<file path="config.mk">
export PLATFORM = sky130hd
export DESIGN_NAME = hazard_ctrl_flat
export DESIGN_NICKNAME = d
export VERILOG_FILES = /design/src/rtl/hazard_ctrl_if.sv /design/src/rtl/hazard_ctrl.sv /design/src/flat_wrapper.sv
export SDC_FILE = /design/constraint.sdc
export NUM_CORES = 1
export LEC_CHECK = 0
export ABC_CLOCK_PERIOD_IN_PS = 3900
export CAP_MARGIN = 10
export CORE_MARGIN = 2
export CORE_UTILIZATION = 50
export CTS_CLUSTER_SIZE = 24
export DETAILED_ROUTE_END_ITERATION = 10
export GPL_TIMING_DRIVEN = 0
export PLACE_DENSITY = 0.92
export SLEW_MARGIN = 10
export SYNTH_ARGS = -nofsm -noshare
export SYNTH_HDL_FRONTEND = slang
export SYNTH_SLANG_ARGS = --single-unit
</file>
<file path="constraint.sdc">
create_clock -name clk_i -period 3.9 [get_ports clk_i]
set_input_delay 0.78 -clock clk_i [delete_from_list [all_inputs] [get_ports clk_i]]
set_output_delay 0.78 -clock clk_i [all_outputs]
set_load 0.02 [all_outputs]
</file>
<file path="src/rtl/hazard_ctrl_if.sv">
// rtl/hazard_ctrl_if.sv - pipeline-side signal bundle for the hazard controller
// Purpose: groups the pipeline stage fields, branch/memory status and the
//          stall/flush/bubble controls exchanged with hazard_ctrl.
// Ports (modports):
//   master - pipeline side: drives stage fields and status, receives controls
//   slave  - hazard_ctrl side: receives stage fields and status, drives controls
interface hazard_ctrl_if;
    logic        idex_memread_i;
    logic        idex_regwrite_i;
    logic [4:0]  idex_rt_i;
    logic [4:0]  idex_dst_i;
    logic [4:0]  ifid_rs_i;
    logic [4:0]  ifid_rt_i;
    logic        ifid_uses_rt_i;
    logic        ifid_is_branch_i;
    logic        branch_taken_i;
    logic        dmem_busy_i;
    logic        cnt_clr_i;
    logic        pc_write_o;
    logic        ifid_write_o;
    logic        ifid_flush_o;
    logic        idex_write_o;
    logic        idex_bubble_o;
    logic        exmem_write_o;
    logic        state_o;
    logic [15:0] lu_cnt_o;
    logic [15:0] mem_cnt_o;
    logic [15:0] flush_cnt_o;

    modport master (
        output idex_memread_i, idex_regwrite_i, idex_rt_i, idex_dst_i,
               ifid_rs_i, ifid_rt_i, ifid_uses_rt_i, ifid_is_branch_i,
               branch_taken_i, dmem_busy_i, cnt_clr_i,
        input  pc_write_o, ifid_write_o, ifid_flush_o, idex_write_o,
               idex_bubble_o, exmem_write_o, state_o,
               lu_cnt_o, mem_cnt_o, flush_cnt_o
    );

    modport slave (
        input  idex_memread_i, idex_regwrite_i, idex_rt_i, idex_dst_i,
               ifid_rs_i, ifid_rt_i, ifid_uses_rt_i, ifid_is_branch_i,
               branch_taken_i, dmem_busy_i, cnt_clr_i,
        output pc_write_o, ifid_write_o, ifid_flush_o, idex_write_o,
               idex_bubble_o, exmem_write_o, state_o,
               lu_cnt_o, mem_cnt_o, flush_cnt_o
    );
endinterface

</file>
<file path="src/rtl/hazard_ctrl.sv">
// rtl/hazard_ctrl.sv - pipeline hazard detection, stall/flush control and statistics
// Purpose: detects load-use and ID-stage branch operand hazards, freezes the
//          pipeline while data memory is busy, flushes IF/ID on taken branches
//          and counts bubbles, freeze cycles and flushes.
// Ports:
//   clk_i  - clock
//   rst_i  - synchronous active-high reset
//   bus    - hazard_ctrl_if.slave: stage fields/status in, enables/flush/bubble,
//            state and saturating 16-bit statistics counters out
module hazard_ctrl (
    input  logic          clk_i,
    input  logic          rst_i,
    hazard_ctrl_if.slave  bus
);

    localparam logic [0:0] ST_RUN   = 1'b0;
    localparam logic [0:0] ST_BR_LD = 1'b1;

    logic [0:0] state_q;
    logic [0:0] state_d;
    logic       h_lu;
    logic       h_br;
    logic       freeze;
    logic       pc_write;
    logic       ifid_write;
    logic       ifid_flush;
    logic       idex_write;
    logic       idex_bubble;
    logic       exmem_write;
    logic [15:0] lu_cnt_q;
    logic [15:0] mem_cnt_q;
    logic [15:0] flush_cnt_q;

    // Load in EX feeding the instruction in ID; register 0 never creates a dependency.
    assign h_lu = bus.idex_memread_i && (bus.idex_rt_i != 5'd0) &&
                  ((bus.idex_rt_i == bus.ifid_rs_i) ||
                   (bus.ifid_uses_rt_i && (bus.idex_rt_i == bus.ifid_rt_i)));

    // Branch compared in ID needs a result still sitting in EX.
    assign h_br = bus.ifid_is_branch_i && bus.idex_regwrite_i && (bus.idex_dst_i != 5'd0) &&
                  ((bus.idex_dst_i == bus.ifid_rs_i) || (bus.idex_dst_i == bus.ifid_rt_i));

    assign freeze = !rst_i && bus.dmem_busy_i;

    always_comb begin
        pc_write    = 1'b1;
        ifid_write  = 1'b1;
        ifid_flush  = 1'b0;
        idex_write  = 1'b1;
        idex_bubble = 1'b0;
        exmem_write = 1'b1;
        state_d     = ST_RUN;
        if (rst_i) begin
            // Hold fetch, and push NOPs into IF/ID and ID/EX so the pipe drains clean.
            pc_write    = 1'b0;
            ifid_write  = 1'b0;
            ifid_flush  = 1'b1;
            idex_bubble = 1'b1;
        end else if (bus.dmem_busy_i) begin
            pc_write    = 1'b0;
            ifid_write  = 1'b0;
            idex_write  = 1'b0;
            exmem_write = 1'b0;
            state_d     = state_q;
        end else if (state_q == ST_BR_LD) begin
            // Second bubble of load-to-branch: the load is now in MEM, one more cycle to WB.
            pc_write    = 1'b0;
            ifid_write  = 1'b0;
            idex_bubble = 1'b1;
        end else if (h_lu || h_br) begin
            pc_write    = 1'b0;
            ifid_write  = 1'b0;
            idex_bubble = 1'b1;
            state_d     = (h_br && bus.idex_memread_i) ? ST_BR_LD : ST_RUN;
        end else if (bus.branch_taken_i) begin
            ifid_flush  = 1'b1;
        end
    end

    always_ff @(posedge clk_i) begin
        if (rst_i) begin
            state_q     <= ST_RUN;
            lu_cnt_q    <= 16'd0;
            mem_cnt_q   <= 16'd0;
            flush_cnt_q <= 16'd0;
        end else begin
            state_q <= state_d;
            if (bus.cnt_clr_i) begin
                lu_cnt_q    <= 16'd0;
                mem_cnt_q   <= 16'd0;
                flush_cnt_q <= 16'd0;
            end else begin
                if (idex_bubble && (lu_cnt_q != 16'hFFFF))
                    lu_cnt_q <= lu_cnt_q + 16'd1;
                if (freeze && (mem_cnt_q != 16'hFFFF))
                    mem_cnt_q <= mem_cnt_q + 16'd1;
                if (ifid_flush && (flush_cnt_q != 16'hFFFF))
                    flush_cnt_q <= flush_cnt_q + 16'd1;
            end
        end
    end

    assign bus.pc_write_o    = pc_write;
    assign bus.ifid_write_o  = ifid_write;
    assign bus.ifid_flush_o  = ifid_flush;
    assign bus.idex_write_o  = idex_write;
    assign bus.idex_bubble_o = idex_bubble;
    assign bus.exmem_write_o = exmem_write;
    assign bus.state_o       = state_q;
    assign bus.lu_cnt_o      = lu_cnt_q;
    assign bus.mem_cnt_o     = mem_cnt_q;
    assign bus.flush_cnt_o   = flush_cnt_q;

endmodule

</file>
<file path="src/flat_wrapper.sv">
// flat-port wrapper written by rule: the top's interface ports become plain ports
module hazard_ctrl_flat 
  (clk_i, rst_i, bus_idex_memread_i, bus_idex_regwrite_i, bus_idex_rt_i, bus_idex_dst_i, bus_ifid_rs_i, bus_ifid_rt_i, bus_ifid_uses_rt_i, bus_ifid_is_branch_i, bus_branch_taken_i, bus_dmem_busy_i, bus_cnt_clr_i, bus_pc_write_o, bus_ifid_write_o, bus_ifid_flush_o, bus_idex_write_o, bus_idex_bubble_o, bus_exmem_write_o, bus_state_o, bus_lu_cnt_o, bus_mem_cnt_o, bus_flush_cnt_o);
  hazard_ctrl_if bus_i ();
  input  logic clk_i;
  input  logic rst_i;
  input wire logic [$bits(bus_i.idex_memread_i)-1:0] bus_idex_memread_i;
  input wire logic [$bits(bus_i.idex_regwrite_i)-1:0] bus_idex_regwrite_i;
  input wire logic [$bits(bus_i.idex_rt_i)-1:0] bus_idex_rt_i;
  input wire logic [$bits(bus_i.idex_dst_i)-1:0] bus_idex_dst_i;
  input wire logic [$bits(bus_i.ifid_rs_i)-1:0] bus_ifid_rs_i;
  input wire logic [$bits(bus_i.ifid_rt_i)-1:0] bus_ifid_rt_i;
  input wire logic [$bits(bus_i.ifid_uses_rt_i)-1:0] bus_ifid_uses_rt_i;
  input wire logic [$bits(bus_i.ifid_is_branch_i)-1:0] bus_ifid_is_branch_i;
  input wire logic [$bits(bus_i.branch_taken_i)-1:0] bus_branch_taken_i;
  input wire logic [$bits(bus_i.dmem_busy_i)-1:0] bus_dmem_busy_i;
  input wire logic [$bits(bus_i.cnt_clr_i)-1:0] bus_cnt_clr_i;
  output wire logic [$bits(bus_i.pc_write_o)-1:0] bus_pc_write_o;
  output wire logic [$bits(bus_i.ifid_write_o)-1:0] bus_ifid_write_o;
  output wire logic [$bits(bus_i.ifid_flush_o)-1:0] bus_ifid_flush_o;
  output wire logic [$bits(bus_i.idex_write_o)-1:0] bus_idex_write_o;
  output wire logic [$bits(bus_i.idex_bubble_o)-1:0] bus_idex_bubble_o;
  output wire logic [$bits(bus_i.exmem_write_o)-1:0] bus_exmem_write_o;
  output wire logic [$bits(bus_i.state_o)-1:0] bus_state_o;
  output wire logic [$bits(bus_i.lu_cnt_o)-1:0] bus_lu_cnt_o;
  output wire logic [$bits(bus_i.mem_cnt_o)-1:0] bus_mem_cnt_o;
  output wire logic [$bits(bus_i.flush_cnt_o)-1:0] bus_flush_cnt_o;
  assign bus_i.idex_memread_i = bus_idex_memread_i;
  assign bus_i.idex_regwrite_i = bus_idex_regwrite_i;
  assign bus_i.idex_rt_i = bus_idex_rt_i;
  assign bus_i.idex_dst_i = bus_idex_dst_i;
  assign bus_i.ifid_rs_i = bus_ifid_rs_i;
  assign bus_i.ifid_rt_i = bus_ifid_rt_i;
  assign bus_i.ifid_uses_rt_i = bus_ifid_uses_rt_i;
  assign bus_i.ifid_is_branch_i = bus_ifid_is_branch_i;
  assign bus_i.branch_taken_i = bus_branch_taken_i;
  assign bus_i.dmem_busy_i = bus_dmem_busy_i;
  assign bus_i.cnt_clr_i = bus_cnt_clr_i;
  assign bus_pc_write_o = bus_i.pc_write_o;
  assign bus_ifid_write_o = bus_i.ifid_write_o;
  assign bus_ifid_flush_o = bus_i.ifid_flush_o;
  assign bus_idex_write_o = bus_i.idex_write_o;
  assign bus_idex_bubble_o = bus_i.idex_bubble_o;
  assign bus_exmem_write_o = bus_i.exmem_write_o;
  assign bus_state_o = bus_i.state_o;
  assign bus_lu_cnt_o = bus_i.lu_cnt_o;
  assign bus_mem_cnt_o = bus_i.mem_cnt_o;
  assign bus_flush_cnt_o = bus_i.flush_cnt_o;
  hazard_ctrl u_core (.clk_i(clk_i), .rst_i(rst_i), .bus(bus_i));
endmodule
</file>
; ---- After elaboration in Yosys (flattened, before gate mapping)
; Cells that the tools add are included.
[classes]
eq_ne = 7
muxes = 18
n_reduce_logical = 18
add_sub_neg = 3
[op_table]
columns = cell, n
row1 = $add 16x1->16 const B, 3
row2 = $ne 16x16->1 const B, 3
row3 = $eq 5x5->1, 4
row4 = $mux 1, 18
row5 = $logic_and 1x1->1, 11
row6 = $reduce_bool 5->1, 2
row7 = $logic_or 1x1->1, 3
row8 = $reduce_or 2->1, 1
row9 = $logic_not 1->1, 1
[word_totals]
reg_bits = 49
output_inout_bits = 55
in_bits = 29
wordCells = 50

; ---- Logic depth before layout (Yosys ltp)
; Gate-level depths: netlist of the first run.
[logic_depth]
word_depth = 10
mapped_depth = 9

; ---- Worst setup path after synthesis of the first run
; OpenSTA, ideal clock, no wires.
[synth_timing]
path_kind = input -> output
start = in bus_idex_dst_i[0]
end = out bus_pc_write_o
slack_ps = 574
stages = 5
arrival_time_ps = 2546
path_cell_list = or4_4 > o211ai_4 > o221ai_1 > nor3_1 > buf_4
[synth_between]
elab_chain_cells = 8
word_cells_on_any_way = 11
[synth_lines]
columns = element, line
row1 = from (decl), flat_wrapper.sv:10  ; input wire logic [$bits(bus_i.idex_dst_i)-1:0] bus_idex_dst_i;
row2 = $eq 5x5->1 or $reduce_bool 5->1 (tied branches), "hazard_ctrl.sv:41, hazard_ctrl.sv:40"
row3 = $logic_or 1x1->1 or $logic_and 1x1->1 (tied branches), "hazard_ctrl.sv:41, hazard_ctrl.sv:40"
row4 = $logic_and 1x1->1 *, hazard_ctrl.sv:40  ; assign h_br = bus.ifid_is_branch_i && bus.idex_regwrite_i && (bus.idex_dst_i != 5'd0) &&
row5 = $logic_or 1x1->1 *, hazard_ctrl.sv:70  ; end else if (h_lu || h_br) begin
row6 = $mux 1 * (4 in a row), -
row7 = to (decl), flat_wrapper.sv:18  ; output wire logic [$bits(bus_i.pc_write_o)-1:0] bus_pc_write_o;
; Every way passes the cells marked *; elsewhere a longest branch is shown, timed or not.

; ---- Final worst setup path of the first run
[layout_timing]
start = in bus_idex_dst_i[0]
end = out bus_idex_bubble_o
[layout_between]
elab_chain_cells = 8
word_cells_on_any_way = 11
[layout_lines]
columns = element, line
row1 = $eq 5x5->1 or $reduce_bool 5->1 (tied branches), "hazard_ctrl.sv:41, hazard_ctrl.sv:40"
row2 = $logic_or 1x1->1 or $logic_and 1x1->1 (tied branches), "hazard_ctrl.sv:41, hazard_ctrl.sv:40"
row3 = $logic_and 1x1->1 *, hazard_ctrl.sv:40
row4 = $logic_or 1x1->1 *, hazard_ctrl.sv:70
row5 = $mux 1 *, hazard_ctrl.sv:70
row6 = $mux 1 *, hazard_ctrl.sv:65  ; end else if (state_q == ST_BR_LD) begin
row7 = $mux 1 *, hazard_ctrl.sv:59  ; end else if (bus.dmem_busy_i) begin
row8 = $mux 1 *, hazard_ctrl.sv:53  ; if (rst_i) begin
row9 = to (decl), flat_wrapper.sv:22  ; output wire logic [$bits(bus_i.idex_bubble_o)-1:0] bus_idex_bubble_o;
; Marked as above.

==> results of run 1 <==
[cell usage in the layout, fill, tap and decap left out, types with 4 or more instances in the layout]
cell             Yosys  final
buf_4                2      4
clkbuf_8             0      5
dfxtp_1             49     49
nand4_1             13     13
nand3_1             18     18
nor4_1               6      5
and3_1               7      7
o21ai_0             12     12
clkbuf_1             6      6
nor2_1              40     40
inv_1                6      6
mux2i_1              4      4
o31ai_1              6      6
xnor2_1             12     12
or4_1                8      8
a21oi_1             22     22
nand2_1             33     33
clkdlybuf4s50_1      0     78
or3_1               13     13
xor2_1              29     29
nor3_1              14     13
[path summary, 6_finish.rpt]
path	slack [ps]	cells past startpoint	to
max	90	7	bus_idex_bubble_o
min	510	2	u_core.bus.lu_cnt_o[9]
min reg2reg	510	2	u_core.bus.lu_cnt_o[9]
max reg2reg	1620	6	u_core.bus.flush_cnt_o[6]
[critical path, delay by kind of cell]
kind | cells | cell delay [ps]
and+or+nand+nor | 3 | 950
AOI/OAI and AO/OA | 2 | 510
buffers and inverters | 2 | 780
[routing by layer]
metal | wire (um) | part of all wire (%) | up-vias
met2 | 3585 | 49 | 104
met5 | 0 | 0 | -
met4 | 120 | 1.6 | 0
li1 | - | - | 1390
met1 | 3144 | 43 | 1335
met3 | 460 | 6.3 | 16
[sequential cells by signal (all words and copies together) (netlist names)]
name / flops
u_core.bus.flush_cnt_o: 16
u_core.bus.lu_cnt_o: 16
u_core.bus.mem_cnt_o: 16
u_core.bus.state_o: 1
[through the flow]
stage	util (%)	cells	setup WS (ps)	power, W
6_report	72.86	495	90.66	0.0009336
5_1_grt	72.86	495	4.415	0.0009646
4_1_cts	72.45	494	35.55	0.0009331
3_5_place_dp	69.93	485	-322.5	0.0006381
3_3_place_gp	69.93	485	-233.2	0.0006341
2_1_floorplan	-	333	574.1	0.0005758
[cells by family after synthesis]
family | after synthesis
xor gates and xnor gates | 41
buffers and inverters | 17
adders and majority gates | 3
AOI/OAI and AO/OA | 55
and+or+nand+nor | 164
muxes | 4
DFF | 49
[cells in the mapped netlist (all sizes together)]
| cell type | number |
|---|---|
| nand2 | 33 |
| xor2 | 29 |
| a41oi | 1 |
| o221ai | 2 |
| or4 | 9 |
| a311oi | 1 |
| o21ai | 13 |
| dfxtp | 49 |
| a22oi | 1 |
| nor2b | 1 |
| nand4 | 13 |
| a21oi | 23 |
| or3 | 13 |
| nor3 | 14 |
| o211ai | 2 |
| and2 | 1 |
| clkbuf | 6 |
| xnor2 | 12 |
| a211oi | 1 |
| and3 | 7 |
| nor2 | 40 |
| inv | 6 |
| mux2i | 4 |
| buf | 5 |
| or2 | 3 |
| o221a | 1 |
| ha | 3 |
| a32oi | 1 |
| nor4 | 6 |
| nand3 | 19 |
| nor4b | 1 |
| a41o | 1 |
| nand2b | 1 |
| o31ai | 6 |
| and4 | 3 |
| o21bai | 2 |
[final cells by class]
type                            instances  area, um^2  area share (%)
Timing Repair Buffer                   84       834.6           22.14
Inverter                                6       22.52          0.5976
Buffer                                 11       65.06           1.726
Sequential cell                        49       980.9           26.03
Multi-Input combinational cell        267        1692           44.89
Clock buffer                            5       68.82           1.826
Clock inverter                          3       17.52          0.4648
Tap cell                               70       87.58           2.324
[what timing repair did]
| action | CTS | global route |
|---|---|---|
| resized for setup | 10 | 3 |
| pin swaps | 1 | 2 |
| setup buffers | 1 | 1 |
| hold buffers | 0 | 0 |
| endpoints found under the setup margin | 4 | 3 |
[power by group through the flow]
stage / sequential (W) / clock, W / combinational (W)
2_1_floorplan: 0.000518 / 0 / 0.0000576
3_3_place_gp: 0.000516 / 0 / 0.000118
3_5_place_dp: 0.000516 / 0 / 0.000122
4_1_cts: 0.000505 / 0.000301 / 0.000127
5_1_grt: 0.000505 / 0.000321 / 0.000138
6_report: 0.000505 / 0.000300 / 0.000129
==> metrics.txt, run 1 <==
max-slew violations 0; Worst Clk Skew 13.61 ps; Hold Vio Cnt, Final 0; Data arrival, critical path 3030 ps; Sw Share 26.37%; vias in the first global route 2,728; CTS tree done; Yosys top cell by area dfxtp_1; Routed WL 7310 um; Routability Congestion 0.9330; Clk pwr share 32.1%; M3 GR Usage 5.698%; Fin Hold WS 509.6 ps; Cell Pwr Density 247.7 nW/um^2; worst skew pair latency 310 ps; Flop pwr share 54.0%; Largest stage delay, worst path 570 ps; Port Buffers 82; Root Buffer clkbuf_8; core area 5172 um^2; initial drt markers 124; Die Span Y 77.61 um; DRC 0; initial antenna violation count 0; Fillers 415; adder-cell area share of the yosys netlist 1.386%; I/O Pins 84; post-synthesis compound-gate area fraction 13.95%; drt pass-1 iters 4; FP Rows 26; H-tree Lvls 2; antenna viol nets, final 0; Crit. End Element output port; reg-to-reg critical path startpoint u_core.bus.flush_cnt_o[0]; HP Class flop to flop; Post-Syn Nets 365; CP Launch Type input port; Mean Syn Cell Area 8.135 um^2; Worst Setup SP bus_idex_dst_i[0]; register area share after synthesis 36.21%; RSZ-0062 raised after global routing no; Synth area leaders dfxtp_1 36%, xor2_1 9.4%, nor2_1 5.5%; Wirelength per Cell 14.77 um; CTS Buf Count 5; Post-Syn Area 2709 um^2; Post-Synth Simple-Gate Area 30.72%; largest family of logic cells by synthesized area simple AND/OR/NAND/NOR gates; run status finished clean; crit path cell chain clkdlybuf4s50_1 > or4_4 > o211ai_4 > o221a_4 > nor2_1 > or2_2 > dlygate4sd2_1; Sw Pwr 0.0002462 W; post-synthesis mux area share 1.478%; FF+latch count, synth 49; Synth Area in XOR/XNOR 13.26%; CTS Sinks 49; antenna cells 0; Hold Crit Start u_core.bus.lu_cnt_o[9]; peak supply drop 0.0001983 V; global-route wire length before repair 12,120 um; combinational power share 13.9%; largest net degree at the start of global routing 16; hpwl dp 5452 um; Leakage 1.227 nW; Post-DP Area 3617 um^2; gr ovfl total 0; Initial Util 52.37%; Syn Inst Count 333; met2 usage in global routing 41.38%; setup TNS 0 ps; WS Path Type input port to output port; Netlist cell types 44; Max clock buf depth 2; Final Critical Period 3809 ps; Die Wd 77.61 um; via density per instance 5.747; gr busiest metal met2; routing usage on met1 29.75%; final setup fails 0; CP Max Fanout 4; Synth top area share 36.21%; layout cell share with drive strength beyond 1 7.294%; global-route usage over all layers 24.11%; via count 2,845; Fmax 262.5 MHz; area grow syn2layout 39.12%; slowest CP cell or4_4; MaxCap Viol Count 0; Ys Warns 0; Die Area 6023 um^2; Slew @ Worst Pin 921.4 ps; CP required 3120 ps; layout net count 456; fin crit share 97.68%; final cell area excluding filler cells 3769 um^2; Clk pin slew, worst setup/hold paths 90 ps; internal power 0.0006873 W; Slew headroom 38.10%
(Power assumes the default switching activity.)
==> inputs of run 2 (changes only) <==
--- a/config.mk
+++ b/config.mk
@@ -5,14 +5,15 @@
 export SDC_FILE = /design/constraint.sdc
 export NUM_CORES = 1
 export LEC_CHECK = 0
-export ABC_CLOCK_PERIOD_IN_PS = 3900
+export ABC_CLOCK_PERIOD_IN_PS = 3500
 export CAP_MARGIN = 10
+export CORE_ASPECT_RATIO = 1.75
 export CORE_MARGIN = 2
-export CORE_UTILIZATION = 50
+export CORE_UTILIZATION = 42
 export CTS_CLUSTER_SIZE = 24
 export DETAILED_ROUTE_END_ITERATION = 10
 export GPL_TIMING_DRIVEN = 0
-export PLACE_DENSITY = 0.92
+export PLACE_DENSITY = 0.83
 export SLEW_MARGIN = 10
 export SYNTH_ARGS = -nofsm -noshare
 export SYNTH_HDL_FRONTEND = slang
==> constraint.sdc (replaced) <==
create_clock -name clk_i -period 3.5 [get_ports clk_i]
set_input_delay 0.7 -clock clk_i [delete_from_list [all_inputs] [get_ports clk_i]]
set_output_delay 0.7 -clock clk_i [all_outputs]
set_load 0.02 [all_outputs]
==> metrics.txt, run 2 (synthesis results as in run 1) <==
layout net count 468 (+2.6%); Hold Crit Start u_core.bus.state_o; core area 6228 um^2 (+20%); worst-case reg-to-reg path depth 6 (unchanged); drt pass-1 iters 4 (unchanged); initial antenna violation count 0 (unchanged); gr ovfl total 0 (unchanged); slowest CP cell clkdlybuf4s50_1; final setup fails 0 (unchanged); CP Launch Type input port; global-route wire length before repair 12,850 um (+6.0%); fin crit share 98.52%; Routed WL 8155 um (+12%); Initial Util 43.49% (-8.9 points); Final Critical Period 3448 ps; H-tree Lvls 2 (unchanged); Max clock buf depth 2 (unchanged); run status finished clean; FP Rows 38 (+46%); global-route usage over all layers 22.43% (-1.7 points); max-slew violations 0 (unchanged); peak supply drop 0.0002087 V (+5.3%); Cell Pwr Density 281.8 nW/um^2 (+14%); hpwl dp 5898 um (+8.2%); Port Buffers 82 (unchanged); Hold Vio Cnt, Final 0 (unchanged); worst skew pair latency 300 ps (about the same); WS Path Type input port to output port; Die Wd 64.71 um (-17%); antenna cells 0 (unchanged); setup TNS 0 ps (unchanged); Largest stage delay, worst path 470 ps (-100 ps); Root Buffer clkbuf_8; Die Span Y 110.2 um (+42%); Data arrival, critical path 2750 ps (-280 ps); Power, Total 0.001101 W (+18%); reg-to-reg critical path startpoint u_core.bus.flush_cnt_o[0]; layout cell share with drive strength beyond 1 11.44% (+4.1 points); hold path cells 2 (unchanged); Leakage 1.317 nW (+7.3%); CP required 2800 ps (-320 ps); via density per instance 5.718 (-0.52%); HP Class flop to flop; Fmax 290.0 MHz; antenna viol nets, final 0 (unchanged); CTS Sinks 49 (unchanged); CTS tree done; hold_buf cts 0 (unchanged); MaxCap Viol Count 0 (unchanged); via count 2,956 (+3.9%); Die Area 7134 um^2 (+18%); Wirelength per Cell 15.77 um (+6.8%); largest net degree at the start of global routing 16 (unchanged); Crit. End Element output port; I/O Pins 84 (unchanged); initial drt markers 200 (+61%); CP Max Fanout 5 (+1); Worst Clk Skew 11.39 ps (-2.215 ps); Slew @ Worst Pin 1001 ps (+79.36 ps); setup slack, reg-to-reg 1110 ps (-510 ps); most common cell after layout, fill and taps aside clkdlybuf4s50_1; worst flop-to-flop path endpoint u_core.bus.flush_cnt_o[8]; Routability Congestion 0.7845 (-16%); area grow syn2layout 44.25%; Slew headroom 32.77% (-5.3 points); vias in the first global route 2,814 (+3.2%); Clk pin slew, worst setup/hold paths 80 ps (about the same); Hold Path Sink u_core.bus.state_o; CTS Buf Count 5 (unchanged); crit path cell chain clkdlybuf4s50_1 > or4_4 > o211ai_4 > buf_4 > o221a_4 > a21oi_4 > buf_6 > inv_1 > clkdlybuf4s15_2; commonest non-fill, non-tap cells in the layout 71 x clkdlybuf4s50_1, 49 x dfxtp_1, 40 x nor2_1, 33 x nand2_1, 29 x xor2_1; DRC 0 (unchanged)
[run 2: cell types whose count changed in the layout (fill, tap and decap cells not counted), sizes merged]
| cell | change |
|---|---|
| clkinvlp | -1 |
| clkinv | -2 |
| clkbuf | +3 |
| clkdlybuf4s15 | +1 |
| inv | +1 |
| dlymetal6s2s | +2 |
| dlygate4sd2 | +1 |
| clkdlybuf4s50 | -7 |
| buf | +14 |
[run 2: timing repair]
| item | in CTS | in global routing |
|---|---|---|
| endpoints found under the hold margin | 0 | 0 |
| setup endpoints to repair | 4 | 2 |
| gates resized for setup | 25 | 7 |
| setup buffers | 7 | 7 |
| pin swaps | 3 | 4 |
[run 2: per-layer routing]
layer	vias to the layer above	GRT usage, %	share of wire [%]
li1	1411	-	-
met1	1423	21.26	36
met2	103	45.36	57
met3	19	4.365	5.3
met4	0	9.271	2.0
met5	-	0	0
[run 2: worst max path at each step]
stage | startpoint | to | slack [ps]
floorplan | bus_idex_dst_i[0] | bus_pc_write_o | 330
global placement | bus_idex_dst_i[0] | bus_pc_write_o | -500
detailed placement | bus_idex_dst_i[0] | bus_pc_write_o | -540
CTS | bus_idex_rt_i[3] | bus_ifid_flush_o | -6
global route | bus_idex_rt_i[4] | bus_ifid_flush_o | -10
finish | bus_idex_dst_i[4] | bus_ifid_flush_o | 50
[run 2: cell type report]
cell class	count	area, um^2
clock inverter	1	8.758
clock buffer	7	96.34
multi-input combinational	267	1717
timing repair buffer	96	917.1
buffer	11	65.06
tap	80	100.1
sequential	49	980.9
inverter	6	22.52
fill	538	2321
[run 2: critical path, delay by kind of cell]
family	cells	cell delay [ps]
buffers and inverters	5	1090
AND/OR/NAND/NOR	1	450
AO/OA/AOI/OAI	3	510
[run 2: power breakdown]
group	internal, W	switching [W]	total [W]
registers	0.000559	0.00000326	0.000562
logic	0.0000766	0.0000824	0.000159
clock network	0.000183	0.000197	0.000380
total	0.000819	0.000282	0.00110
[run 2: stage by stage]
stage / std cells / hold slack (ps) / setup slack [ps] / utilization [%] / instance area, um^2
floorplan: 333 / 550.5 / 334.1 / - / 2709
global placement: 495 / 468.7 / -496.1 / 58.28 / 3630
detailed placement: 495 / 484.4 / -538.8 / 58.28 / 3630
CTS: 510 / 497.2 / -6.254 / 61.67 / 3841
global route: 517 / 534.5 / -11.25 / 62.74 / 3908
finish: 517 / 493.9 / 51.80 / 62.74 / 3908
==> inputs of run 3 (changes only) <==
--- a/config.mk
+++ b/config.mk
@@ -5,6 +5,7 @@
 export SDC_FILE = /design/constraint.sdc
 export NUM_CORES = 1
 export LEC_CHECK = 0
+export ABC_AREA = 0
 export ABC_CLOCK_PERIOD_IN_PS = 3500
 export CAP_MARGIN = 10
 export CORE_ASPECT_RATIO = 1.75
@@ -13,7 +14,9 @@
 export CTS_CLUSTER_SIZE = 24
 export DETAILED_ROUTE_END_ITERATION = 10
 export GPL_TIMING_DRIVEN = 0
+export HOLD_SLACK_MARGIN = 0.03
 export PLACE_DENSITY = 0.83
+export SKIP_CTS_REPAIR_TIMING = 1
 export SLEW_MARGIN = 10
 export SYNTH_ARGS = -nofsm -noshare
 export SYNTH_HDL_FRONTEND = slang
==> metrics.txt, run 3 (synthesis results as in run 1) <==
CP Launch Type input port; worst flop-to-flop path endpoint u_core.bus.flush_cnt_o[8]; vias in the first global route 2,787 (-0.96%); Leakage 1.281 nW (-2.7%); CTS tree done; setup slack, reg-to-reg 1170 ps (+60 ps); Sw Share 25.62% (about the same); Crit. End Element output port; Power, Total 0.001090 W (-0.98%); Clk pwr share 35.0% (+0.5 points); WS Path Type input port to output port; Hold Vio Cnt, Final 0 (unchanged); Fillers 562 (+4.5%); crit path cell chain clkdlybuf4s50_1 > or4_4 > o21ai_4 > o221a_4 > nor2_1 > or2_2 > clkbuf_2; antenna cells 0 (unchanged); HP Class flop to flop; hpwl dp 5898 um (unchanged); FP Rows 38 (unchanged); combinational power share 13.4% (-1.0 points); register area 980.9 um^2 (unchanged); DRC 0 (unchanged); CTS Buf Count 5 (unchanged); Fmax 292.3 MHz (+0.80%); CP Max Fanout 4 (-1); Data arrival, critical path 2720 ps (-30 ps); Slew @ Worst Pin 972.9 ps (-27.87 ps); Worst Clk Skew 6.456 ps (-4.936 ps); Initial Util 43.49% (unchanged); CP required 2800 ps (about the same); fin crit share 97.74% (-0.78 points); commonest non-fill, non-tap cells in the layout 75 x clkdlybuf4s50_1, 49 x dfxtp_1, 40 x nor2_1, 33 x nand2_1, 29 x xor2_1; worst skew pair latency 300 ps (about the same); worst-case reg-to-reg path depth 6 (unchanged); most common cell after layout, fill and taps aside clkdlybuf4s50_1; reg-to-reg critical path startpoint u_core.bus.flush_cnt_o[0]; drt pass-1 iters 4 (unchanged); layout cell share with drive strength beyond 1 8.451% (-3.0 points); slowest CP cell or4_4; global-route wire length before repair 12,450 um (-3.1%); CTS Sinks 49 (unchanged); Sw Pwr 0.0002793 W (-1.0%); gr ovfl total 0 (unchanged); core area 6228 um^2 (unchanged); Clk pin slew, worst setup/hold paths 90 ps (about the same); peak supply drop 0.0002074 V (-0.62%); H-tree Lvls 2 (unchanged); Routed WL 7858 um (-3.6%); Largest stage delay, worst path 570 ps (+100 ps); crit-path leading delay family simple AND/OR/NAND/NOR gates; initial drt markers 153 (-24%); CP endpoint bus_idex_bubble_o; Routability Congestion 0.7845 (unchanged); global-route usage over all layers 21.70% (-0.73 points); MaxCap Viol Count 0 (unchanged); I/O Pins 84 (unchanged); Die Wd 64.71 um (unchanged); via density per instance 5.662 (-0.97%); via count 2,865 (-3.1%); max-slew violations 0 (unchanged); Final Critical Period 3421 ps (-27.41 ps); Die Area 7134 um^2 (unchanged); Root Buffer clkbuf_8; final setup fails 0 (unchanged); CP Buf/Inv Count 2 (-3); hold path cells 2 (unchanged); Die Span Y 110.2 um (unchanged); Flop pwr share 51.6% (+0.5 points); Slew headroom 34.64% (+1.9 points); run status finished clean; Cell Pwr Density 285.4 nW/um^2 (+1.3%); setup TNS 0 ps (unchanged); layout net count 457 (-2.4%); antenna viol nets, final 0 (unchanged); Port Buffers 82 (unchanged); multi-input logic area 1700 um^2 (-0.95%); Max clock buf depth 2 (unchanged); largest net degree at the start of global routing 16 (unchanged); Worst Setup SP bus_idex_rt_i[0]; Wirelength per Cell 15.53 um (-1.5%); RSZ-0062 raised after global routing yes; number of cells on the critical path 7 (-2); area grow syn2layout 41.02%; initial antenna violation count 0 (unchanged); internal power 0.0008109 W (-0.95%)
## run 3: power groups by stage
stage | clock [W] | sequential, W | combinational [W]
after floorplan | 0 | 0.000577 | 0.0000642
after global placement | 0 | 0.000575 | 0.000133
after detailed placement | 0 | 0.000575 | 0.000136
after CTS | 0.000383 | 0.000562 | 0.000137
after global routing | 0.000407 | 0.000563 | 0.000157
final | 0.000381 | 0.000562 | 0.000146
## run 3: cell type report
class | instances | share of cell area (%)
inverters | 6 | 0.5896
repair buffers | 85 | 22.14
flip-flops and latches | 49 | 25.68
plain buffers | 11 | 1.703
well taps | 80 | 2.620
clock buffers | 7 | 2.522
clock inverters | 1 | 0.2293
multi-input cells | 267 | 44.51
## run 3: stage by stage
stage / hold slack (ps) / cell area (um^2) / worst slack (ps) / utilization, % / std cells
4_1_cts: 497.2 / 3735 / -546.4 / 59.96 / 503
5_1_grt: 531.0 / 3820 / -33.66 / 61.33 / 506
3_3_place_gp: 468.7 / 3630 / -496.1 / 58.28 / 495
3_5_place_dp: 484.4 / 3630 / -538.8 / 58.28 / 495
2_1_floorplan: 550.5 / 2709 / 334.1 / - / 333
6_report: 491.7 / 3820 / 79.21 / 61.33 / 506
## run 3: routing by layer
layer,vias to the layer above,share of wire [%],GRT usage (%)
li1,1385,-,-
met1,1387,37,20.99
met2,83,58,43.96
met3,10,4.5,4.061
met4,0,1.1,8.055
met5,-,0,0
## run 3: worst min-delay path by stage
stage / start / end
3_5_place_dp: u_core.bus.state_o / u_core.bus.state_o
2_1_floorplan: u_core.bus.state_o / u_core.bus.state_o
3_3_place_gp: u_core.bus.state_o / u_core.bus.state_o
6_report: u_core.bus.state_o / u_core.bus.state_o
4_1_cts: u_core.bus.state_o / u_core.bus.state_o
5_1_grt: u_core.bus.flush_cnt_o[9] / u_core.bus.flush_cnt_o[9]
## run 3: tightest hold or removal path, cell delays in order, from the launching register on
cell	delay [ps]
dfxtp_1	340
nand2_1	60
a21oi_1	50
